--- src/rtl/deser_phase_ctrl.sv ---
// deser_phase_ctrl: sampling-phase controller for the 8x oversampling deser400 front end.
// Optional override port pair (force_req, force_phase) is built when DESER_PHASE_FORCE_EN is defined.
module deser_phase_ctrl #(
  parameter int WIN_LOG2  = 6,
  parameter int CNT_W     = 8,
  parameter int MIN_TRANS = 4,
  parameter int LOCK_WIN  = 3
) (
  input  logic       clk,
  input  logic       res_n,
  input  logic       enable,
  input  logic [7:0] samples,
  input  logic [7:0] trans,
`ifdef DESER_PHASE_FORCE_EN
  input  logic       force_req,   // "force" is a reserved word, hence the suffix
  input  logic [2:0] force_phase,
`endif
  output logic [2:0] phase,
  output logic       dout,
  output logic       dout_valid,
  output logic       locked,
  output logic       slip
);

  localparam int SUM_W   = CNT_W + 3;
  localparam int AGREE_W = $clog2(LOCK_WIN + 1);

  typedef enum logic [1:0] {IDLE, ACQ, TRACK} state_t;

  state_t               state;
  logic [CNT_W-1:0]     cnt [8];
  logic [WIN_LOG2-1:0]  timer;
  logic [AGREE_W-1:0]   agree;
  logic [AGREE_W-1:0]   agree_inc;
  logic [2:0]           edge_idx;
  logic [2:0]           cand;
  logic [2:0]           delta;
  logic [CNT_W-1:0]     max_cnt;
  logic [SUM_W-1:0]     sum;
  logic                 win_end;
  logic                 update_ok;
  logic                 near;
  logic                 wrap;
  logic                 force_active;

  always_comb begin
    // NOTE: every variable written here gets a default first so no latch is inferred.
    edge_idx = 3'd0;
    max_cnt  = cnt[0];
    sum      = '0;
    for (int i = 0; i < 8; i++) begin
      sum = sum + SUM_W'(cnt[i]);
      // strict '>' keeps the lowest index when counts tie
      if (cnt[i] > max_cnt) begin
        max_cnt  = cnt[i];
        edge_idx = 3'(i);
      end
    end
  end

  assign cand      = edge_idx + 3'd4;
  assign delta     = cand - phase;
  assign near      = (delta == 3'd1) || (delta == 3'd7);
  assign wrap      = ((phase == 3'd7) && (cand == 3'd0)) || ((phase == 3'd0) && (cand == 3'd7));
  assign win_end   = enable && (timer == '1);
  assign update_ok = win_end && (sum >= SUM_W'(MIN_TRANS)) && !force_active;
  assign agree_inc = (agree == AGREE_W'(LOCK_WIN)) ? agree : agree + 1'b1;

`ifdef DESER_PHASE_FORCE_EN
  logic force_q;
  assign force_active = force_req;

  always_ff @(posedge clk or negedge res_n) begin
    if (!res_n) force_q <= 1'b0;
    else        force_q <= force_req;
  end
`else
  assign force_active = 1'b0;
`endif

  always_ff @(posedge clk or negedge res_n) begin
    if (!res_n) begin
      state  <= IDLE;
      timer  <= '0;
      agree  <= '0;
      phase  <= 3'd0;
      locked <= 1'b0;
      slip   <= 1'b0;
      // NOTE: the counter array is a handful of flops, not a RAM, so it is reset like any other state.
      for (int i = 0; i < 8; i++) cnt[i] <= '0;
    end else begin
      slip <= 1'b0;
      if (!enable) begin
        // leaving the run state discards the window; phase is held
        state  <= IDLE;
        timer  <= '0;
        agree  <= '0;
        locked <= 1'b0;
        for (int i = 0; i < 8; i++) cnt[i] <= '0;
      end else begin
        timer <= timer + 1'b1;
        for (int i = 0; i < 8; i++) begin
          if (win_end)              cnt[i] <= CNT_W'(trans[i]);
          else if (cnt[i] != '1)    cnt[i] <= cnt[i] + CNT_W'(trans[i]);
        end
        case (state)
          IDLE: state <= ACQ;
          ACQ: begin
            if (update_ok) begin
              phase  <= cand;
              agree  <= AGREE_W'(1);
              locked <= (LOCK_WIN <= 1);
              slip   <= wrap;
              state  <= TRACK;
            end
          end
          TRACK: begin
            if (update_ok) begin
              if (cand == phase) begin
                agree <= agree_inc;
                if (agree_inc == AGREE_W'(LOCK_WIN)) locked <= 1'b1;
              end else if (near) begin
                // one-step drift follows the edge without losing agreement
                phase <= cand;
                slip  <= wrap;
              end else begin
                phase  <= cand;
                agree  <= AGREE_W'(1);
                locked <= (LOCK_WIN <= 1);
                slip   <= wrap;
              end
            end
          end
          default: state <= IDLE;
        endcase
      end
`ifdef DESER_PHASE_FORCE_EN
      if (force_req) begin
        phase  <= force_phase;
        locked <= 1'b1;
        slip   <= 1'b0;
      end else if (force_q && enable) begin
        state  <= ACQ;
        agree  <= '0;
        locked <= 1'b0;
      end
`endif
    end
  end

  // slip is high for the cycle after a wrap update, which blanks exactly one valid
  always_ff @(posedge clk or negedge res_n) begin
    if (!res_n) begin
      dout       <= 1'b0;
      dout_valid <= 1'b0;
    end else begin
      dout       <= samples[phase];
      dout_valid <= enable & locked & ~slip;
    end
  end

endmodule
--- config.mk ---
export PLATFORM = sky130hd
export DESIGN_NAME = deser_phase_ctrl
export DESIGN_NICKNAME = d
export VERILOG_FILES = /design/src/rtl/deser_phase_ctrl.sv
export SDC_FILE = /design/constraint.sdc
export NUM_CORES = 1
export LEC_CHECK = 0
export CAP_MARGIN = 20
export CORE_MARGIN = 3
export CORE_UTILIZATION = 60
export DETAILED_ROUTE_END_ITERATION = 7
export PLACE_DENSITY = 0.89
export SKIP_LAST_GASP = 1
export SLEW_MARGIN = 20
export SYNTH_ARGS = -nofsm -noshare
export SYNTH_HDL_FRONTEND = slang
export SYNTH_SLANG_ARGS = --single-unit
--- constraint.sdc ---
create_clock -name clk -period 25 [get_ports clk]
set_clock_uncertainty 0.05 [all_clocks]
set_input_delay 5 -clock clk [delete_from_list [all_inputs] [get_ports clk]]
set_output_delay 5 -clock clk [all_outputs]
set_load 0.005 [all_outputs]
# Word level (Yosys, flattened, before mapping)
# Cells that the tools add are included.
[op_classes]
addsub = 19
n_reduce_logical = 14
muxes = 59
bitwise = 3
n_eq_ne = 35
order_cmp = 9
[op_table]
columns = ["operator", "n"]
rows = [
  ["$mux 8", 22],
  ["$add 8x1->8", 8],
  ["$mux 64", 1],
  ["$ne 8x8->1 const B", 8],
  ["$gt 8x8->1", 7],
  ["$add 11x8->11", 4],
  ["$ne 3x1->1 const B", 9],
  ["$mux 3", 7],
  ["$mux 2", 10],
  ["$mux 1", 12],
  ["$add 10x8->11", 1],
  ["$ge 11x3->1 const B", 1],
  ["$add 9x8->10", 1],
  ["$reduce_and 5->1", 2],
  ["$add 8x8->9", 1],
  ["$eq 3x3->1 const B", 3],
  ["$ne 2x2->1 const B", 4],
  ["$ne 4x4->1 const B", 2],
  ["$add 6x1->6 const B", 1],
  ["$eq 2x2->1 const B", 3],
  ["$eq 6x6->1 const B", 1],
  ["$logic_not 3->1", 2],
  ["$mux 6", 1],
  ["$ne 3x3->1 const B", 2],
  ["20 further kinds", 26],
]
[totals]
word_cells = 155
output_inout_bits = 7
inputBits = 19
register_bits = 81

# Depth between registers and ports, before layout
[depth]
word_depth = 23
mapped_depth = 83
mapped_depth_nobuf = 76

# Least setup slack after synthesis
# Ideal clock, no wire load.
[synth_timing]
path_type = "register to register"
start = "register cnt[57] (netlist bit)"
end = "register agree[0]"
setup_slack_ns = 10.952
n_path_buf = 6
period_less_slack_ns = 14.048
path_stages_with_launch = 80
required_ns = 24.824
arrival_ns = 13.872
setup_time_ns = 0.126
path_cell_list = "dfrtp_1 inv_1 ha_1 nor2b_4 o211ai_2 a21oi_1 o21ai_0 clkbuf_1 nor2_1 a21oi_1 ha_1 a211oi_1 nor2_1 or3_1 o32ai_4 clkbuf_1 a21oi_1 inv_1 [44 not listed] nor2b_1 o21a_1 o21ai_0 nand2b_1 a21oi_1 nor2_1 a211oi_1 a21oi_1 inv_1 o21ai_0 o21bai_1 nor2_1 fa_1 xnor2_1 xnor2_1 nor2_1 a2111o_1 a311o_1"
[synth_via]
elab_chain_len = 20
elab_cells_between_ends = 43
cone_classes = "add/sub (9); order compare (8); eq/ne (6); mux (17); reduce/logical (3)"
[synth_lines]
columns = ["element", "line_no", "source"]
rows = [
  ["start: declaration", "31", "logic [CNT_W-1:0] cnt [8];"],
  ["start signal: indexed assignment", "103", "if (win_end) cnt[i] <= CNT_W'(trans[i]);"],
  ["$gt 8x8->1", "54", "if (cnt[i] > max_cnt) begin"],
  ["$mux 8", "54", ""],
  ["$gt 8x8->1", "54", ""],
  ["$mux 8", "54", ""],
  ["$gt 8x8->1", "54", ""],
  ["$mux 8", "54", ""],
  ["$gt 8x8->1", "54", ""],
  ["$mux 8", "54", ""],
  ["[4 not listed]", "-", ""],
  ["$gt 8x8->1", "54", ""],
  ["$mux 3", "54", ""],
  ["$add 3x3->3", "61", "assign cand = edge_idx + 3'd4;"],
  ["$sub 3x3->3 or $eq 3x3->1 (tied branches)", "62, 119", ""],
  ["$eq 3x1->1 (tied with other cells)", "63", "assign near = (delta == 3'd1) || (delta == 3'd7);"],
  ["$logic_or 1x1->1 or $mux 2 (tied branches)", "63, 118", ""],
  ["$ne 4x4->1 (no line) or $pmux 2 s2 (tied branches)", "-", ""],
  ["$reduce_and 4->1 (no line) or $mux 2 (tied branches)", "-", ""],
  ["end signal: assignment", "120", "agree <= agree_inc;"],
  ["end: declaration", "33", "logic [AGREE_W-1:0] agree;"],
]
# Several ways; a longest one is shown, not always the timed one. The select of a mux whose other input is x is not followed.
# A chain may end at the register's enable or synchronous reset.

# Final worst setup path
# Ends and elaborated chain as after synthesis.

==> run summary <==
In the final routed layout, each cell accounts on average for 18.1 um. The largest total area in the synthesized netlist belongs to dfrtp_1. For the initial core utilization, the log shows 62.3%. The average instance in the mapped netlist occupies 8.82 sq um. The gate count of the mapped netlist is 863. The worst setup path is launched from a register. Per report_power, the sequential group accounts for 13.6% of the total. At the end of the flow the core is filled with cells to 68.2%. The total net switching power is 0.000511 W, and the final weighted congestion in routability-driven placement is 0.999. Entering global routing, the biggest net connects 82 pins. The most used flip-flop cell after synthesis is dfrtp_1. IR analysis of the VDD net gives a maximum drop of 0.0000995 V. Critical-path cell with the highest stage delay: mux2i_1. The max-slew violation total from the final report was 0. Summed over all failing endpoints, the final setup total negative slack is 0 ps. For this block, the via count after detailed routing is 6389.

The total congestion overflow after global routing was 0; the endpoint required time on the critical path was 25180 ps. The number of warning messages in the yosys log is 0. After detailed routing, the total wire length is 19100 um. The worst path meets setup with 9520 ps of slack. The mapped netlist covers 7610 sq um. Headroom to the max-slew limit came out at 48.7%.

The count of flip-flops with a built-in enable after synthesis is 0. The number of nets in the layout is 1034. Per report_power, the combinational group accounts for 73.3% of the total. The type of destination of the critical path is a register. The tree is rooted in a clkbuf_16.

The final setup violation count came out at 0. The clock period could shrink to 15480 ps. In the routed design, unresolved DRC markers number 0.

The number of core rows came out at 40. The run finished with clean final reports. The longest clock path from root to sink contains 2 buffers. The tools report the synthesized net count as 1015. The total power density per cell area came out at 126 nW/um^2.

In this run the horizontal extent of the chip is 119 um. The die is 119 um tall. For this design the static power due to leakage is 4.00 nW. The post-CTS setup-driven buffer insertion count was 0. The first detailed-routing pass ran for 5 iterations. The buffer and inverter count on the worst path came out at 7. The number of global-route vias before repair was 6559. The clock group share of total power came out at 13.2%. The detailed router finished its first iteration with 601 violations. The die footprint was 14100 sq um; the number of primary I/O pins was 26. The logs give 9520 ps for the setup slack of the worst register-to-register path and 0.000537 W for the cell-internal power. The largest fanout of any net on the critical path is 19.

After synthesis, the cell types taking the most area are dfrtp_1 (27%), ha_1 (14%), fa_1 (13%). The final worst-path cycle share works out to 61.9%. The first-pass GRT wire length was 32300 um; the share of post-route cells with drive strength above 1 was 5.30%.

In this run, CTS created clock tree buffers numbering 9. At the placement stage, the worst setup path has a slack of 10020 ps. The later pin in the worst-skew pair is clocked with a latency of 350 ps. The total of buffers placed on input and output ports was 25. After synthesis the netlist holds a flip-flop and latch count of 81. The number of antenna diodes in the final layout is 0.

The detail route stage leaves a number of antenna-violating nets equal to 0. The peak clock frequency supported by timing is 64.6 MHz. The min-delay analysis places its worst path in the category register to register. In the global route stage, overall resource usage came out at 28.7%. The synthesized netlist contains 60 unique library cells. The HPWL after detailed placement is 14500 um. Among all cell types in the netlist, the one instantiated most often is nor2_1. After synthesis, the largest area contributor takes up 26.6% of total cell area. The logs give 0 for the quantity of hold-fixing buffers added after cts and 0 for the number of antenna violations at the first check in global routing. The total count of hold-check failures in the final report is 0. After synthesis, the most frequently instantiated cells are nor2_1 (109), inv_1 (100), ha_1 (85), dfrtp_1 (81), a21oi_1 (64). The delay of the slowest cell on the worst path is 560 ps. The dominant cell type by count on the critical path was a21oi_1.

TritonCTS built the clock tree. Setup repair after global routing left no endpoint under its margin. For the floorplan core area, the log shows 12200 sq um.

Across the run, the number of max-cap violations was 0. Using the TritonRoute via totals, the vias-per-cell ratio works out to 6.06. The tree built by TritonCTS fans out to 81 sinks. Sequential cells were found to cover 26.6% of the synthesized design area. Relative to the synthesized area, the layout overhead comes to 9.44%. The signal arrival time at the worst endpoint came out at 15670 ps. Clock-pin slew was measured on the worst setup and hold paths at 60 ps. The H-tree was split into 3 levels. The share of async-settable or async-resettable flops after synthesis came out at 100%. At the pin with the least slew margin, the transition time is 767 ps. The tools report the number of cells upsized or downsized after cts as 0. By startpoint and endpoint, the worst setup path is classified as register to register.

The gate family responsible for the most delay along the worst path is compound AO/OA/AOI/OAI gates. Of the total power, the share spent switching nets is 48.8%.
registers in the layout, summed over array words and instances, names as in the netlist:
register,cells
timer,6
dout_valid,1
dout,1
state,2
slip,1
locked,1
cnt,64
phase,3
agree,2
layout by cell type (no fill, tap or decap), types with 3 or more instances in the layout:
cell type and n:
clkdlybuf4s50_1 24, mux2_2 11, o221ai_1 4, or2_2 4, buf_4 3, mux2i_1 9, nor2_1 109, nand3_1 16
a211oi_1 6, or3_1 18, xor2_1 16, nand4_1 41, o211ai_1 3, dfrtp_1 81, clkbuf_16 9, inv_1 100
and2_1 4, ha_1 85, nor2b_1 6, o21a_1 5, a21o_1 9, nand2_1 56, fa_1 48, o21ai_0 49
and3_1 13, a21oi_1 64, xnor2_1 22, nand2b_1 6, nor3_1 16
final timing paths:
kind | startpoint | end | depth (start not counted)
min in group asynchronous | res_n | cnt[52]$_DFFE_PN0P_ | 1
worst min register to register | slip$_DFF_PN0_ | dout_valid$_DFF_PN0_ | 1
worst max register to register | cnt[57]$_DFFE_PN0P_ | agree[0]$_DFFE_PN0P_ | 75
worst min-delay path | slip$_DFF_PN0_ | dout_valid$_DFF_PN0_ | 1
max in group asynchronous | res_n | agree[1]$_DFFE_PN0P_ | 1
worst max-delay path | cnt[57]$_DFFE_PN0P_ | agree[0]$_DFFE_PN0P_ | 75
kinds of logic (layout without fill, tap and decap cells):
kind of cell	after synthesis	after routing	share of synthesized area, %
AOI/OAI and AO/OA	165	165	13.3
muxes	24	24	3.80
xor gates and xnor gates	38	38	4.37
adders and majority gates	135	135	26.9
and+or+nand+nor	300	300	19.0
DFF	81	81	26.6
buffers and inverters	120	144	6.00
through the flow:
step / power [W] / hold slack [ps] / area (sq um) / instances
finish: 0.00105 / 367 / 8330 / 1055
global route: 0.00114 / 417 / 8330 / 1055
CTS: 0.00103 / 374 / 8320 / 1055
detailed placement: 0.000886 / 364 / 8010 / 1039
global placement: 0.000855 / 357 / 8010 / 1039
floorplan: 0.000736 / 375 / 7610 / 863
power by group through the flow:
| stage | clock (W) | combinational [W] | sequential, W |
|---|---|---|---|
| finish | 0.000138 | 0.000768 | 0.000142 |
| global route | 0.000146 | 0.000854 | 0.000143 |
| CTS | 0.000140 | 0.000749 | 0.000142 |
| detailed placement | 0 | 0.000741 | 0.000144 |
| global placement | 0 | 0.000711 | 0.000144 |
| floorplan | 0 | 0.000594 | 0.000142 |
metal layers:
metal / up-vias / wire length [um] / part of all wire (%) / global-route usage, %
met1: 3099 / 8370 / 44 / 38.0
met2: 229 / 9080 / 48 / 46.6
met4: 0 / 503 / 2.6 / 10.9
li1: 3016 / - / - / -
met3: 45 / 1150 / 6.0 / 5.93
met5: - / 0 / 0 / 0
final cells by class:
cell class	count	area [sq um]
Multi-Input combinational cell	662	5130
Fill cell	988	3880
Sequential cell	81	2030
Inverter	100	375
Timing Repair Buffer	28	274
Clock buffer	12	256
Tap cell	168	210
Clock inverter	4	51.3
Power figures use the tool's default switching activity.
